**config.mk**
```make
export PLATFORM = sky130hd
export DESIGN_NAME = hash_in_buffer
export DESIGN_NICKNAME = d
export VERILOG_FILES = /design/src/rtl/hash_in_buffer_pkg.sv /design/src/rtl/hash_slice_mux.sv /design/src/rtl/hash_in_buffer.sv
export SDC_FILE = /design/constraint.sdc
export NUM_CORES = 2
export LEC_CHECK = 0
export BUFFER_PORTS_ARGS = -buffer_cell sky130_fd_sc_hd__buf_2
export CAP_MARGIN = 20
export CELL_PAD_IN_SITES_DETAIL_PLACEMENT = 0
export CELL_PAD_IN_SITES_GLOBAL_PLACEMENT = 1
export CORE_MARGIN = 4
export CORE_UTILIZATION = 41
export CTS_BUF_LIST = sky130_fd_sc_hd__clkbuf_2 sky130_fd_sc_hd__clkbuf_4 sky130_fd_sc_hd__clkbuf_8
export DETAILED_ROUTE_END_ITERATION = 16
export PLACE_DENSITY = 0.78
export SLEW_MARGIN = 20
export SYNTH_ARGS = -nofsm -noshare
export SYNTH_HDL_FRONTEND = slang
export SYNTH_HIERARCHICAL = 1
export SYNTH_SLANG_ARGS = --single-unit
```
**constraint.sdc**
```tcl
create_clock -name clk -period 5.1 [get_ports clk]
set_input_delay 1.02 -clock clk [delete_from_list [all_inputs] [get_ports clk]]
set_output_delay 1.02 -clock clk [all_outputs]
set_load 0.02 [all_outputs]
```
**src/rtl/hash_in_buffer_pkg.sv**
```systemverilog
// Shared definitions for the absorb-side staging buffer of the sliced Keccak core.
package hash_in_buffer_pkg;

  localparam int         RATE_LANES   = 21;
  localparam logic [7:0] DOMAIN_SHAKE = 8'h1F;
  localparam logic [7:0] PAD_END      = 8'h80;

  typedef enum logic [1:0] {
    S_FILL = 2'd0,
    S_PAD  = 2'd1,
    S_FULL = 2'd2
  } state_t;

  // Bit offset of lane k, byte b inside the ascending-indexed rate block.
  function automatic int lane_byte(input int k, input int b);
    return 64 * k + 8 * b;
  endfunction

endpackage

```
**src/rtl/hash_slice_mux.sv**
```systemverilog
// Picks one byte from every lane of the rate block, selected by the core's sub-round counter.
module hash_slice_mux
  import hash_in_buffer_pkg::*;
#(
  parameter int LANES = RATE_LANES
) (
  input  logic [0:LANES*64-1] blk,
  input  logic [2:0]          slice_sel,
  output logic [0:LANES*8-1]  ci_in
);

  // The core counts sub-rounds down from 7, so slice 7 carries byte 0 of each lane.
  always_comb begin
    ci_in = '0;
    for (int k = 0; k < LANES; k++) begin
      ci_in[8*k +: 8] = blk[lane_byte(k, 7 - int'(slice_sel)) +: 8];
    end
  end

endmodule

```
**src/rtl/hash_in_buffer.sv**
```systemverilog
// Absorb-side staging buffer: packs 64-bit message words into one SHAKE128 rate block,
// applies SHAKE padding and hands the block to the core one byte-slice per lane at a time.
module hash_in_buffer
  import hash_in_buffer_pkg::*;
#(
  parameter int         RATE_LANES = hash_in_buffer_pkg::RATE_LANES,
  parameter logic [7:0] DOMAIN     = DOMAIN_SHAKE
) (
  input  logic                      clk,
  input  logic                      rst,
  input  logic [0:63]               din_64,
  input  logic                      din_valid,
  input  logic                      din_last,
  input  logic [3:0]                din_last_bytes,
  output logic                      din_ready,
  output logic                      blk_valid,
  output logic                      blk_last,
  input  logic [2:0]                slice_sel,
  output logic [0:RATE_LANES*8-1]   ci_in,
  input  logic                      blk_done,
  output logic [1:0]                state_dbg
);

  // Handshake: a word moves when din_valid & din_ready are both high at posedge clk;
  // the source must hold din_64/din_last/din_last_bytes stable until then.
  localparam int         BLK_W     = RATE_LANES * 64;
  localparam int         LAST_BYTE = lane_byte(RATE_LANES - 1, 7);
  localparam logic [4:0] LAST_LANE = 5'(RATE_LANES - 1);

  state_t               state, next_state;
  logic [0:BLK_W-1]     blk_buf;
  logic [0:BLK_W-1]     pad_buf;
  logic [0:BLK_W-1]     pad_only;
  logic [4:0]           word_cnt;
  logic [7:0]           pad_pos;
  logic                 pad_pend;
  logic                 gap;
  logic [3:0]           n_eff;
  logic                 exact_fit;
  logic                 done_take;
  logic [0:63]          word_masked;
  logic [0:RATE_LANES*8-1] slice_raw;

  assign n_eff     = (din_last_bytes > 4'd8) ? 4'd8 : din_last_bytes;
  assign exact_fit = (n_eff == 4'd8) && (word_cnt == LAST_LANE);
  assign done_take = (state == S_FULL) && blk_done && !gap;
  assign state_dbg = state;

  always_comb begin
    word_masked = '0;
    for (int j = 0; j < 8; j++) begin
      if (!din_last || (4'(j) < n_eff)) word_masked[8*j +: 8] = din_64[8*j +: 8];
    end
  end

  // Bytes past the message are already zero: the buffer is cleared per block and the
  // tail of the last word is masked, so padding only needs the two marker bytes.
  always_comb begin
    pad_buf = blk_buf;
    pad_buf[8*int'(pad_pos) +: 8] = DOMAIN;
    pad_buf[LAST_BYTE +: 8] = pad_buf[LAST_BYTE +: 8] | PAD_END;
  end

  always_comb begin
    pad_only = '0;
    pad_only[0 +: 8] = DOMAIN;
    pad_only[LAST_BYTE +: 8] = pad_only[LAST_BYTE +: 8] | PAD_END;
  end

  always_ff @(posedge clk) begin
    if (rst) state <= S_FILL;
    else     state <= next_state;
  end

  always_comb begin
    next_state = state;
    din_ready  = 1'b0;
    blk_valid  = 1'b0;
    case (state)
      S_FILL: begin
        din_ready = 1'b1;
        if (din_valid) begin
          if (din_last)                   next_state = exact_fit ? S_FULL : S_PAD;
          else if (word_cnt == LAST_LANE) next_state = S_FULL;
        end
      end
      S_PAD:  next_state = S_FULL;
      S_FULL: begin
        blk_valid = !gap;
        if (done_take && !pad_pend) next_state = S_FILL;
      end
      default: next_state = S_FILL;
    endcase
  end

  always_ff @(posedge clk) begin
    if (rst) begin
      blk_buf  <= '0;
      word_cnt <= '0;
      pad_pos  <= '0;
      pad_pend <= 1'b0;
      blk_last <= 1'b0;
      gap      <= 1'b0;
    end else begin
      gap <= 1'b0;
      if (state == S_FILL && din_valid) begin
        blk_buf[lane_byte(int'(word_cnt), 0) +: 64] <= word_masked;
        if (din_last) begin
          pad_pos  <= {word_cnt, 3'b000} + {4'b0000, n_eff};
          pad_pend <= exact_fit;
          blk_last <= 1'b0;
        end else begin
          word_cnt <= word_cnt + 5'd1;
        end
      end
      if (state == S_PAD) begin
        blk_buf  <= pad_buf;
        blk_last <= 1'b1;
      end
      // An exact-fit message still owes a pad-only block; gap drops blk_valid for one cycle.
      if (done_take) begin
        if (pad_pend) begin
          blk_buf  <= pad_only;
          pad_pend <= 1'b0;
          blk_last <= 1'b1;
          gap      <= 1'b1;
        end else begin
          blk_buf  <= '0;
          word_cnt <= '0;
          blk_last <= 1'b0;
        end
      end
    end
  end

  hash_slice_mux #(.LANES(RATE_LANES)) u_slice_mux (
    .blk       (blk_buf),
    .slice_sel (slice_sel),
    .ci_in     (slice_raw)
  );

  assign ci_in = blk_valid ? slice_raw : '0;

endmodule

```
==> metrics.txt <==
clk_skew=0.0696 ns; non-filler cells, final=roughly 9,500; CP Cell Sequence=buf_8, buf_12, buf_12, mux4_2, mux2_2, and2_1, buf_2; most frequent cells in the layout=dfxtp_1 (1,359), a21oi_1 (631), nor2_1 (516); cts hold-fix bufs=0; Power Density=roughly 330 nW/um^2; wirelength, routed=350,000 um; TritonCTS buffer count=226; Final min period=4.21 ns; vias in the first global route=60,100; CTS tree=done; worst setup path class=in -> out; post-synthesis cell type count=99; Setup TNS Final=0 ns; Vias=~66,000; Reg power frac=0.434; ANT nets after route=0; Worst Path Max Fanout=34; Post-CTS Setup Inserts=0; placed cell count=just over 9,000; fillers=15,200; number of port buffers=~250; most common cell after layout, fill and taps aside=dfxtp_1; Slew @ Worst Pin=1.30 ns; fin area=75,200 um^2; Net Sw Frac=0.301; core area=159,000 um^2; Clock power frac=0.441; combinational share of power=0.125; Synth Flop Type=dfxtp_1; max frequency=roughly 240 MHz; NumNets Final=7,231; clock slew at reported path FFs=0.06 ns; Slew HR=0.132; clock sink total=1,362; global-route wire length before repair=476,000 um; Post-synth EDFFs=0; initial antenna violation count=52; switching pwr=7530 uW; mean routed wirelength per cell=36.6 um; IO Count=between 200 and 250; RSZ-0062 raised after global routing=no; Die Ht=409 um; area leader, netlist=dfxtp_1; Setup crit end kind=primary output; sequential cell area fraction in the yosys report=0.413; maximum vdd drop=0.360 mV; Worst path slowest cell=mux4_2; Rows=146; DR vias/cell=6.93; Yosys reg bits=1,362; Root Buffer=clkbuf_8; Int Pwr=~18,000 uW; Post-Syn Area per Cell=9.40 um^2; post-synth top area share=0.413; Hold Crit Depth=3; Crit path required time=4.08 ns; clk_lat worst skew=about 1.1 ns; Max stage delay on crit path=0.54 ns; startpoint types=input pin; Layout area overhead=14.0%; setup violators final=0; maxcap violations=0; syn_nets=7,101; Slew Viols, Final=0; DRC Markers=0; Hold WC Path Type=in -> reg; gpl congestion=1.05; GRT overflow=0; Area contributors post-synth=dfxtp_1 (41%), mux4_2 (11%), a21oi_1 (4.8%); Period Utilization, post-route=0.826; Longest Clk Path Bufs=3; die area=167,000 um^2; first-pass detailed-route iteration total=10; Leak=0.0269 uW; fin util=0.473; dpl hpwl=248,000 um; Synth Cell Area=between 60,000 and 70,000 um^2; GRT Overall Usage=0.399; pin count of the biggest net entering global routing=207; Placed Area=69,900 um^2; post_cts resized=0; synthesized instance count=7,017; cell repeated most along the worst path=buf_12; YS warnings=6; Initial Utilization=0.415; Worst Reg-to-Reg Cells=7; H-Tree Depth=4; Async S/R FF share, synth=0; die width=409 um; outcome=finished clean; Tot Pwr=about 25,000 uW; initial DRC count=11,200; arrival time worst endpoint=3.19 ns; Fin. Hold Viols=0; layout cells sized above 1=0.220
power by group through the flow:
| stage | logic (uW) | registers [uW] | clock network [uW] |
|---|---|---|---|
| after global routing | 3090 | 10900 | 11400 |
| after global placement | 2870 | 11100 | 0 |
| after CTS | 2900 | 10800 | 11000 |
| after floorplan | 1430 | 11000 | 0 |
| final | 3140 | 10800 | 11000 |
| after detailed placement | 2890 | 11100 | 0 |
logic make-up (layout without fill, tap and decap cells):
group,count (synthesis),count (layout),synth area share
AOI/OAI and AO/OA,2232,2232,0.223
other,0,65,0
DFF,1362,1362,0.413
buffers and inverters,718,1038,0.0456
xor gates and xnor gates,6,6,0.000797
adders and majority gates,8,8,0.00152
and+or+nand+nor,2136,2136,0.165
muxes,555,555,0.151
routing by layer:
layer,global-route usage,wire length [um],vias up
li1,-,-,26800
met1,0.509,129000,32400
met2,0.526,135000,5601
met3,0.179,54800,1388
met4,0.290,30200,22
met5,0.0135,312,-
registers in the layout (all words and copies together), names as in the netlist:
name and flops:
pad_pos 8, state_dbg 2, blk_last 1, blk_buf 1344, word_cnt 5, gap 1
pad_pend 1
through the flow:
stage               hold WS, ns  setup WS (ns)
floorplan                 0.426           1.50
detailed placement        0.441          0.812
global route              0.371          0.839
finish                    0.372          0.888
global placement          0.436          0.690
CTS                       0.328          0.933
critical path: cells and delay by family:
kind,cells,cell delay (ns)
buffers and inverters,4,1.06
AND/OR/NAND/NOR,1,0.14
multiplexers,2,0.83
cells in the mapped netlist, drive strengths merged, types with 70 or more instances:
| cell type | instances |
|---|---|
| o21ai | 552 |
| o32ai | 113 |
| buf | 196 |
| and3 | 70 |
| dfxtp | 1362 |
| mux2 | 168 |
| nand3 | 331 |
| or3 | 89 |
| nor3 | 176 |
| and2 | 212 |
| inv | 108 |
| nor2 | 532 |
| a21oi | 647 |
| nand2 | 468 |
| a22oi | 79 |
| a22o | 332 |
| mux4 | 336 |
| o2bb2ai | 135 |
| clkbuf | 413 |
path summary, 6_finish.rpt:
kind              slack, ns       endpoint               from
setup / recovery       0.89     ci_in[167]       slice_sel[0]
setup reg to reg       0.93   blk_buf[312]        word_cnt[0]
hold reg to reg        0.45  blk_buf[1037]      blk_buf[1037]
hold / removal         0.37     pad_pos[0]  din_last_bytes[0]
final cells by class:
class	count	area, um^2	area share
multi-input cells	4937	35900	0.477
repair buffers	511	3670	0.0487
inverters	109	417	0.00554
clock buffers	372	4620	0.0614
well taps	2146	2690	0.0357
diodes	65	163	0.00216
flip-flops and latches	1362	27300	0.363
clock inverters	46	487	0.00647
Power figures use the tool's default switching activity.
